`src/rtl/sm2201_isa_cycle_controller.sv`:
```
// ISA-side front end of the SM2201 board: address latch and decode, IOR/IOW
// synchronisation, one-cycle register strobes, CHRDY wait-state control and read-back.
module sm2201_isa_cycle_controller #(
    parameter logic [9:0]  BASE_ADDR   = 10'h110,
    parameter int unsigned REG_AW      = 2,
    parameter int unsigned WAIT_CYCLES = 8,
    parameter int unsigned SYNC_STAGES = 2
) (
    input  logic              isa_clk,
    input  logic              isa_reset_n,
    input  logic [9:0]        isa_addr,
    input  logic              isa_ale,
    input  logic              isa_aen,
    input  logic              isa_ior,
    input  logic              isa_iow,
    input  logic [7:0]        isa_data_in,
    output logic [7:0]        isa_data_out,
    output logic              isa_data_oe,
    output logic              isa_chrdy,
    output logic [REG_AW-1:0] reg_addr,
    output logic              reg_wr_stb,
    output logic [7:0]        reg_wr_data,
    output logic              reg_rd_stb,
    input  logic [7:0]        reg_rd_data,
    input  logic              reg_ack,
    output logic              cycle_timeout
);

    localparam int unsigned CNT_W = $clog2(WAIT_CYCLES) + 1;

    typedef enum logic [1:0] {
        IDLE,
        STROBE,
        WAIT_ACK,
        HOLD
    } state_t;

    state_t                  state_q;
    logic [9:0]              addr_q;
    logic [SYNC_STAGES-1:0]  ior_sync_q;
    logic [SYNC_STAGES-1:0]  iow_sync_q;
    logic                    ior_prev_q;
    logic                    iow_prev_q;
    logic [CNT_W-1:0]        wait_cnt_q;
    logic [CNT_W-1:0]        wait_cnt_d;
    logic                    rd_cycle_q;
    logic                    chrdy_q;
    logic                    oe_q;
    logic [7:0]              rd_q;
    logic                    rd_stb_q;
    logic                    wr_stb_q;
    logic                    timeout_q;
    logic [REG_AW-1:0]       reg_addr_q;
    logic [7:0]              wr_data_q;

    logic ior_s;
    logic iow_s;
    logic start_rd;
    logic start_wr;
    logic hit;
    logic wait_expired;

    always_ff @(posedge isa_clk or negedge isa_reset_n) begin
        if (!isa_reset_n) begin
            addr_q <= '0;
        end else if (isa_ale) begin
            addr_q <= isa_addr;
        end
    end

    always_ff @(posedge isa_clk or negedge isa_reset_n) begin
        if (!isa_reset_n) begin
            ior_sync_q <= '1;
            iow_sync_q <= '1;
            ior_prev_q <= 1'b1;
            iow_prev_q <= 1'b1;
        end else begin
            ior_sync_q <= {ior_sync_q[SYNC_STAGES-2:0], isa_ior};
            iow_sync_q <= {iow_sync_q[SYNC_STAGES-2:0], isa_iow};
            ior_prev_q <= ior_s;
            iow_prev_q <= iow_s;
        end
    end

    assign ior_s = ior_sync_q[SYNC_STAGES-1];
    assign iow_s = iow_sync_q[SYNC_STAGES-1];

    // A start needs the other strobe idle-high; simultaneous or overlapping falls are ignored.
    assign start_rd = ior_prev_q && !ior_s && iow_s;
    assign start_wr = iow_prev_q && !iow_s && ior_s;

    assign hit = (addr_q[9:REG_AW] == BASE_ADDR[9:REG_AW]) && !isa_aen;

    assign wait_cnt_d   = wait_cnt_q + CNT_W'(1);
    assign wait_expired = (wait_cnt_d == CNT_W'(WAIT_CYCLES - 1));

    always_ff @(posedge isa_clk or negedge isa_reset_n) begin
        if (!isa_reset_n) begin
            state_q    <= IDLE;
            wait_cnt_q <= '0;
            rd_cycle_q <= 1'b0;
            chrdy_q    <= 1'b1;
            oe_q       <= 1'b0;
            rd_q       <= '0;
            rd_stb_q   <= 1'b0;
            wr_stb_q   <= 1'b0;
            timeout_q  <= 1'b0;
            reg_addr_q <= '0;
            wr_data_q  <= '0;
        end else begin
            rd_stb_q  <= 1'b0;
            wr_stb_q  <= 1'b0;
            timeout_q <= 1'b0;
            case (state_q)
                IDLE: begin
                    chrdy_q <= 1'b1;
                    oe_q    <= 1'b0;
                    if ((start_rd || start_wr) && hit) begin
                        state_q    <= STROBE;
                        reg_addr_q <= addr_q[REG_AW-1:0];
                        rd_cycle_q <= start_rd;
                        rd_stb_q   <= start_rd;
                        wr_stb_q   <= start_wr;
                        chrdy_q    <= 1'b0;
                        if (start_wr) begin
                            wr_data_q <= isa_data_in;
                        end
                    end
                end
                STROBE: begin
                    wait_cnt_q <= '0;
                    state_q    <= WAIT_ACK;
                end
                WAIT_ACK: begin
                    wait_cnt_q <= wait_cnt_d;
                    if (reg_ack) begin
                        state_q <= HOLD;
                        chrdy_q <= 1'b1;
                        if (rd_cycle_q) begin
                            rd_q <= reg_rd_data;
                            oe_q <= !ior_s;
                        end
                    end else if (wait_expired) begin
                        // Forced release: the bus gets all-ones instead of stale data.
                        state_q   <= HOLD;
                        chrdy_q   <= 1'b1;
                        timeout_q <= 1'b1;
                        rd_q      <= 8'hFF;
                        oe_q      <= rd_cycle_q && !ior_s;
                    end
                end
                HOLD: begin
                    chrdy_q <= 1'b1;
                    if (ior_s && iow_s) begin
                        state_q <= IDLE;
                        oe_q    <= 1'b0;
                    end else begin
                        oe_q <= rd_cycle_q && !ior_s;
                    end
                end
                default: begin
                    state_q <= IDLE;
                end
            endcase
        end
    end

    assign isa_data_out  = rd_q;
    assign isa_data_oe   = oe_q;
    assign isa_chrdy     = chrdy_q;
    assign reg_addr      = reg_addr_q;
    assign reg_wr_stb    = wr_stb_q;
    assign reg_wr_data   = wr_data_q;
    assign reg_rd_stb    = rd_stb_q;
    assign cycle_timeout = timeout_q;

endmodule

```
`config.mk`:
```
export PLATFORM = sky130hd
export DESIGN_NAME = sm2201_isa_cycle_controller
export DESIGN_NICKNAME = d
export VERILOG_FILES = /design/src/rtl/sm2201_isa_cycle_controller.sv
export SDC_FILE = /design/constraint.sdc
export NUM_CORES = 1
export LEC_CHECK = 0
export CAP_MARGIN = 10
export CORE_ASPECT_RATIO = 0.8
export CORE_UTILIZATION = 47
export CTS_CLUSTER_DIAMETER = 50
export CTS_CLUSTER_SIZE = 25
export DETAILED_ROUTE_END_ITERATION = 8
export PLACE_DENSITY = 0.8
export SKIP_CTS_REPAIR_TIMING = 1
export SLEW_MARGIN = 10
export SYNTH_ARGS = -nofsm -noshare
export SYNTH_HDL_FRONTEND = slang
export SYNTH_SLANG_ARGS = --single-unit
```
`constraint.sdc`:
```
create_clock -name isa_clk -period 2.38 [get_ports isa_clk]
set_input_delay 0.357 -clock isa_clk [delete_from_list [all_inputs] [get_ports isa_clk]]
set_output_delay 0.357 -clock isa_clk [all_outputs]
set_load 0.02 [all_outputs]
```
==> results.ini, run 1 <==
[cts]
cts_tree = built
clockBufferDepth = 2
clock_sinks = 46
numCtsBuffers = 5
cts.clk_slew.worst_paths_ns = 0.08
root_buffer = clkbuf_8
insertion_delay_ns = 0.28
htree_num_levels = 2

[worst_setup_path]
critPathLaunchType = register
rr_startpoint = wait_cnt_q[1]$_DFFE_PN0P_
rrSetupSlack_ns = 0.48
reg2regPathDepth = 5
path_class = register to register
endpoint_kind = register
cp_max_fo = 6
cp.required_ns = 2.55
cp.arrival_ns = 2.08
r2r_end = state_q[1]$_DFFE_PN0P_

[grt]
overflow = 0
antenna_found_initial = 0
grt_pass1_wl_um = 5970
grt_pass1_vias = 1314
gr-usage-all-layers_pct = 17.7
grt_max_degree = 27

[floorplan]
die_w_um = 75.7
pin_count = 56
row_count = 21
design.die.area_um2 = 4610
coreArea_um2 = 4180
die_h_um = 60.9
start_util_pct = 48.8

[logic_synthesis]
synth_edf_count = 0
syn_avg_cell_area_um2 = 12.7
synth_area_leader_cell = dfrtp_1
syn_area_um2 = 2040
ys_top_cells_by_area = dfrtp_1 (48%), mux2_2 (10%), dfstp_2 (9.0%)
yosysTopAreaCellShare_pct = 47.9
ys_seq_area_share_pct = 56.9
synth_nets = 201
ys_async_sr_fraction_pct = 100
ys_types = 35
synth-seq-cells = 46
yosysWarnings = 0
synthFlopType = dfrtp_1
syn_inst = 161

[route]
wl_um = 3730
via_count = 1428
drcViolationCount = 0
dr.pass1.iters = 4
ant_nets = 0
drt_iter0_drc = 54
post_drt_wl_per_cell_um = 13.3
viasPerCell = 5.10

[timing]
whs_ns = 0.0539
rsz0062_at_grt = no
hold_viol = 0
worst_slack_ns = 0.476
fmax_mhz = 525
slew_viol_final = 0
setup_viol = 0
min_period_ns = 1.90
post-route-period-util_pct = 80.0
setup_tns_ns = 0
fin_worst_skew_ns = 0.00451
tightest_slew_ns = 0.559
slew-limit-headroom_pct = 62.7

[hold_path]
hp-class = input pin to async pin

[placement]
portBuffers = 55
gp_congestion = 0.734
hpwl_um = 2810
dp_slack_ns = 0.249

[layout]
diodes = 0
area_delta_synth_final_pct = 35.0
layout_common_cells = clkdlybuf4s50_1 (54), dfrtp_1 (39), mux2_2 (19)
nets = 262
mostFrequentLayoutCell = clkdlybuf4s50_1
fin_util_pct = 65.9
drive_above_1_share_pct = 22.0

[flow_run]
max_cap_viol_count = 0

[power_and_ir_drop]
power_density_nw_per_um2 = 691
vdd_drop_max_uv = 369
leakage_nw = 1.20

[run_status]
status = finished, final reports clean

[cell families after synthesis]
family / count (synthesis) / share of synthesized area [%]
AO/OA/AOI/OAI: 42 / 13.7
adder cells (fa/ha/maj): 7 / 4.29
buffers and inverters: 15 / 2.76
flip-flops: 46 / 56.9
multiplexers: 22 / 12.7
AND/OR/NAND/NOR: 29 / 9.69
[worst max-delay path, stage by stage (launching register included)]
cell      delay (ns)
dfrtp_1         0.44
ha_1            0.24
nand3b_1        0.21
o311a_4         0.34
a211oi_2        0.21
mux2_2          0.36
[Yosys cell counts, drive strengths merged (3+ instances only)]
master   n
clkbuf   6
nand3    3
o22ai    8
mux2    22
o21ai    8
inv      9
nand3b   3
nor3     3
and3b    3
dfrtp   39
ha       7
a21oi   17
dfstp    7
[through the flow]
stage / cells / instance area, µm² / power, mW
global placement: 272 / 2670 / 1.46
finish: 280 / 2750 / 1.90
CTS: 280 / 2750 / 1.93
floorplan: 161 / 2040 / 1.29
global route: 280 / 2750 / 2.02
detailed placement: 272 / 2670 / 1.48
[routing by layer]
layer  share of wire (%)  up-vias  GRT usage, %
met2                  46       36          27.0
met5                   0        -             0
met3                 3.9        4          4.15
met1                  50      680          25.1
met4                0.83        0          5.56
li1                    -      708             -
[worst max path at each step]
stage | to | start | slack [ns]
5_1_grt | state_q[1]$_DFFE_PN0P_ | wait_cnt_q[1]$_DFFE_PN0P_ | 0.39
2_1_floorplan | state_q[1]$_DFFE_PN0P_ | wait_cnt_q[0]$_DFFE_PN0P_ | 0.61
4_1_cts | state_q[1]$_DFFE_PN0P_ | wait_cnt_q[1]$_DFFE_PN0P_ | 0.49
3_5_place_dp | state_q[1]$_DFFE_PN0P_ | isa_aen | 0.25
6_report | state_q[1]$_DFFE_PN0P_ | wait_cnt_q[1]$_DFFE_PN0P_ | 0.48
3_3_place_gp | state_q[1]$_DFFE_PN0P_ | isa_aen | 0.29
[final cells by class]
type | count | area, µm²
well taps | 57 | 71.3
clock inverters | 2 | 10.0
clock buffers | 6 | 72.6
multi-input cells | 100 | 823
inverters | 9 | 33.8
flip-flops and latches | 46 | 1160
repair buffers | 60 | 583
fillers | 315 | 1420
[registers in the layout, indices dropped and copies added, names as in the netlist]
| register | count |
|---|---|
| cycle_timeout | 1 |
| iow_sync_q | 2 |
| reg_rd_stb | 1 |
| isa_data_oe | 1 |
| ior_prev_q | 1 |
| reg_wr_data | 8 |
| isa_chrdy | 1 |
| reg_wr_stb | 1 |
| state_q | 2 |
| isa_data_out | 8 |
| ior_sync_q | 2 |
| iow_prev_q | 1 |
| wait_cnt_q | 4 |
| reg_addr | 2 |
| addr_q | 10 |
| rd_cycle_q | 1 |
[report_power, final]
part / total, mW / switching (mW) / internal, mW
Sequential: 0.913 / 0.0564 / 0.856
Clock: 0.438 / 0.235 / 0.203
Combinational: 0.551 / 0.277 / 0.274
Total: 1.90 / 0.568 / 1.33
Power figures use the tool's default switching activity.
==> run 2: changes to the inputs <==
- clock period: 2.38 -> 1.8 ns (I/O delays scaled with it)
==> results.ini, run 2 (synthesized netlist as in run 1, its figures left out) <==
[timing]
hold_viol = 0  ; unchanged
rsz0062_at_grt = yes
tightest_slew_ns = 0.556  ; -0.00257 ns
fin_worst_skew_ns = 0.0112  ; +0.00672 ns
min_period_ns = 1.79  ; -0.110 ns
worst_slack_ns = 0.00629  ; -0.470 ns
slew-limit-headroom_pct = 62.9  ; +0.17 points
setup_viol = 0  ; unchanged
setup_tns_ns = 0  ; unchanged
fmax_mhz = 558  ; +6.2%
slew_viol_final = 0  ; unchanged
post-route-period-util_pct = 99.7  ; +20 points
whs_ns = 0.352  ; +0.299 ns

[floorplan]
start_util_pct = 48.8  ; unchanged
design.die.area_um2 = 4610  ; unchanged
pin_count = 56  ; unchanged
die_w_um = 75.7  ; unchanged
row_count = 21  ; unchanged
die_h_um = 60.9  ; unchanged
coreArea_um2 = 4180  ; unchanged

[hold_path]
hp-class = register to register

[cts]
root_buffer = clkbuf_8
insertion_delay_ns = 0.30  ; +0.02 ns
cts_tree = built
clock_sinks = 46  ; unchanged
clockBufferDepth = 2  ; unchanged
cts.clk_slew.worst_paths_ns = 0.08  ; about the same
htree_num_levels = 2  ; unchanged
numCtsBuffers = 5  ; unchanged

[route]
ant_nets = 0  ; unchanged
drcViolationCount = 0  ; unchanged
post_drt_wl_per_cell_um = 14.3  ; +7.6%
via_count = 1501  ; +5.1%
viasPerCell = 5.18  ; +1.5%
wl_um = 4160  ; +11%
dr.pass1.iters = 4  ; unchanged
drt_iter0_drc = 18  ; -67%

[worst_setup_path]
worst-path-stages = 5  ; unchanged
max_stage_delay_ns = 0.41  ; -0.03 ns
cp_max_fo = 4  ; -2
path_delay_family = compound AO/OA/AOI/OAI gates
critPathLaunchType = register
endpoint_kind = register
critPathSlowestCell = dfrtp_1
reg2regPathDepth = 5  ; unchanged
cp.arrival_ns = 1.97  ; -0.11 ns
crit_end = state_q[1]$_DFFE_PN0P_
rr_startpoint = wait_cnt_q[0]$_DFFE_PN0P_
cp.required_ns = 1.98  ; -0.57 ns
startpoint = wait_cnt_q[0]$_DFFE_PN0P_
r2r_end = state_q[1]$_DFFE_PN0P_
path_buf_inv = 1  ; +1
path_cells = buf_4 > and3b_1 > o311a_4 > a211oi_4 > mux2_4
rrSetupSlack_ns = 0.006  ; -0.47 ns
path_class = register to register

[layout]
diodes = 0  ; unchanged
layout_common_cells = clkdlybuf4s50_1 (54), dfrtp_1 (39), mux2_2 (18)
drive_above_1_share_pct = 26.2  ; +4.2 points
multi_input_area_um2 = 860  ; +4.4%
fillers = 294  ; -6.7%
stdcell_area_um2 = 2870  ; +4.3%
fin_util_pct = 68.7  ; +2.8 points
top_register = addr_q
mostFrequentLayoutCell = clkdlybuf4s50_1
area_delta_synth_final_pct = 40.8
seqCellArea_um2 = 1160  ; unchanged
nets = 272  ; +3.8%
largest_register_ffs = 10  ; unchanged

[power_and_ir_drop]
leakage_nw = 1.26  ; +4.6%
power_density_nw_per_um2 = 943  ; +36%
vdd_drop_max_uv = 561  ; +52%

[run_status]
status = finished, final reports clean

[grt]
grt_pass1_wl_um = 6160  ; +3.2%
overflow = 0  ; unchanged
met2_usage_pct = 29.2  ; +2.2 points
grt_busiest_layer = met2
met1_usage_pct = 25.4  ; +0.32 points
grt_max_degree = 26  ; -3.7%
antenna_found_initial = 0  ; unchanged
gr-usage-all-layers_pct = 18.4  ; +0.78 points
met3_usage_pct = 3.99  ; -0.17 points
grt_pass1_vias = 1334  ; +1.5%

[placement]
portBuffers = 55  ; unchanged
dp_slack_ns = -0.256  ; -0.505 ns
gp_congestion = 0.780  ; +6.4%
hpwl_um = 2970  ; +5.5%
post_dp_cell_area_um2 = 2720  ; +2.0%

[flow_run]
max_cap_viol_count = 0  ; unchanged

[run 2: stage by stage]
step / power, mW / cells
CTS: 2.64 / 287
finish: 2.71 / 290
floorplan: 1.71 / 161
global route: 2.88 / 290
detailed placement: 2.02 / 279
global placement: 1.98 / 279
[run 2: worst min path at each step]
stage	startpoint	to	slack [ns]	cells after the start
floorplan	isa_reset_n	addr_q[0]$_DFFE_PN0P_	-0.03	0
global placement	isa_reset_n	reg_wr_data[6]$_DFFE_PN0P_	0.29	1
detailed placement	isa_reset_n	reg_wr_data[6]$_DFFE_PN0P_	0.30	1
CTS	isa_reset_n	reg_wr_data[6]$_DFFE_PN0P_	-0.03	1
global route	iow_sync_q[0]$_DFF_PN1_	iow_sync_q[1]$_DFF_PN1_	0.36	0
finish	iow_sync_q[0]$_DFF_PN1_	iow_sync_q[1]$_DFF_PN1_	0.35	0
[run 2: worst register-to-register path, delay by kind of cell (launching register included)]
family | cells | cell delay [ns]
AOI/OAI and AO/OA | 2 | 0.61
buffers and inverters | 1 | 0.15
DFF | 1 | 0.41
muxes | 1 | 0.33
and+or+nand+nor | 1 | 0.20
[run 2: final cells by class]
type | instances | share of cell area [%]
clock buffers | 6 | 2.53
multi-input cells | 100 | 29.9
repair buffers | 70 | 23.0
clock inverters | 2 | 0.479
flip-flops and latches | 46 | 40.4
well taps | 57 | 2.48
inverters | 9 | 1.18
[run 2: routing by layer]
layer  routed length [µm]  up-vias
li1                     -      725
met1                 2000      736
met2                 1970       35
met3                  130        5
met4                   53        0
met5                    0        -
[run 2: power by group]
| part | leakage [nW] | switching [mW] | total (mW) | internal [mW] |
|---|---|---|---|---|
| logic | 0.620 | 0.438 | 0.894 | 0.457 |
| registers | 0.590 | 0.0736 | 1.21 | 1.13 |
| clock network | 0.0452 | 0.332 | 0.606 | 0.274 |
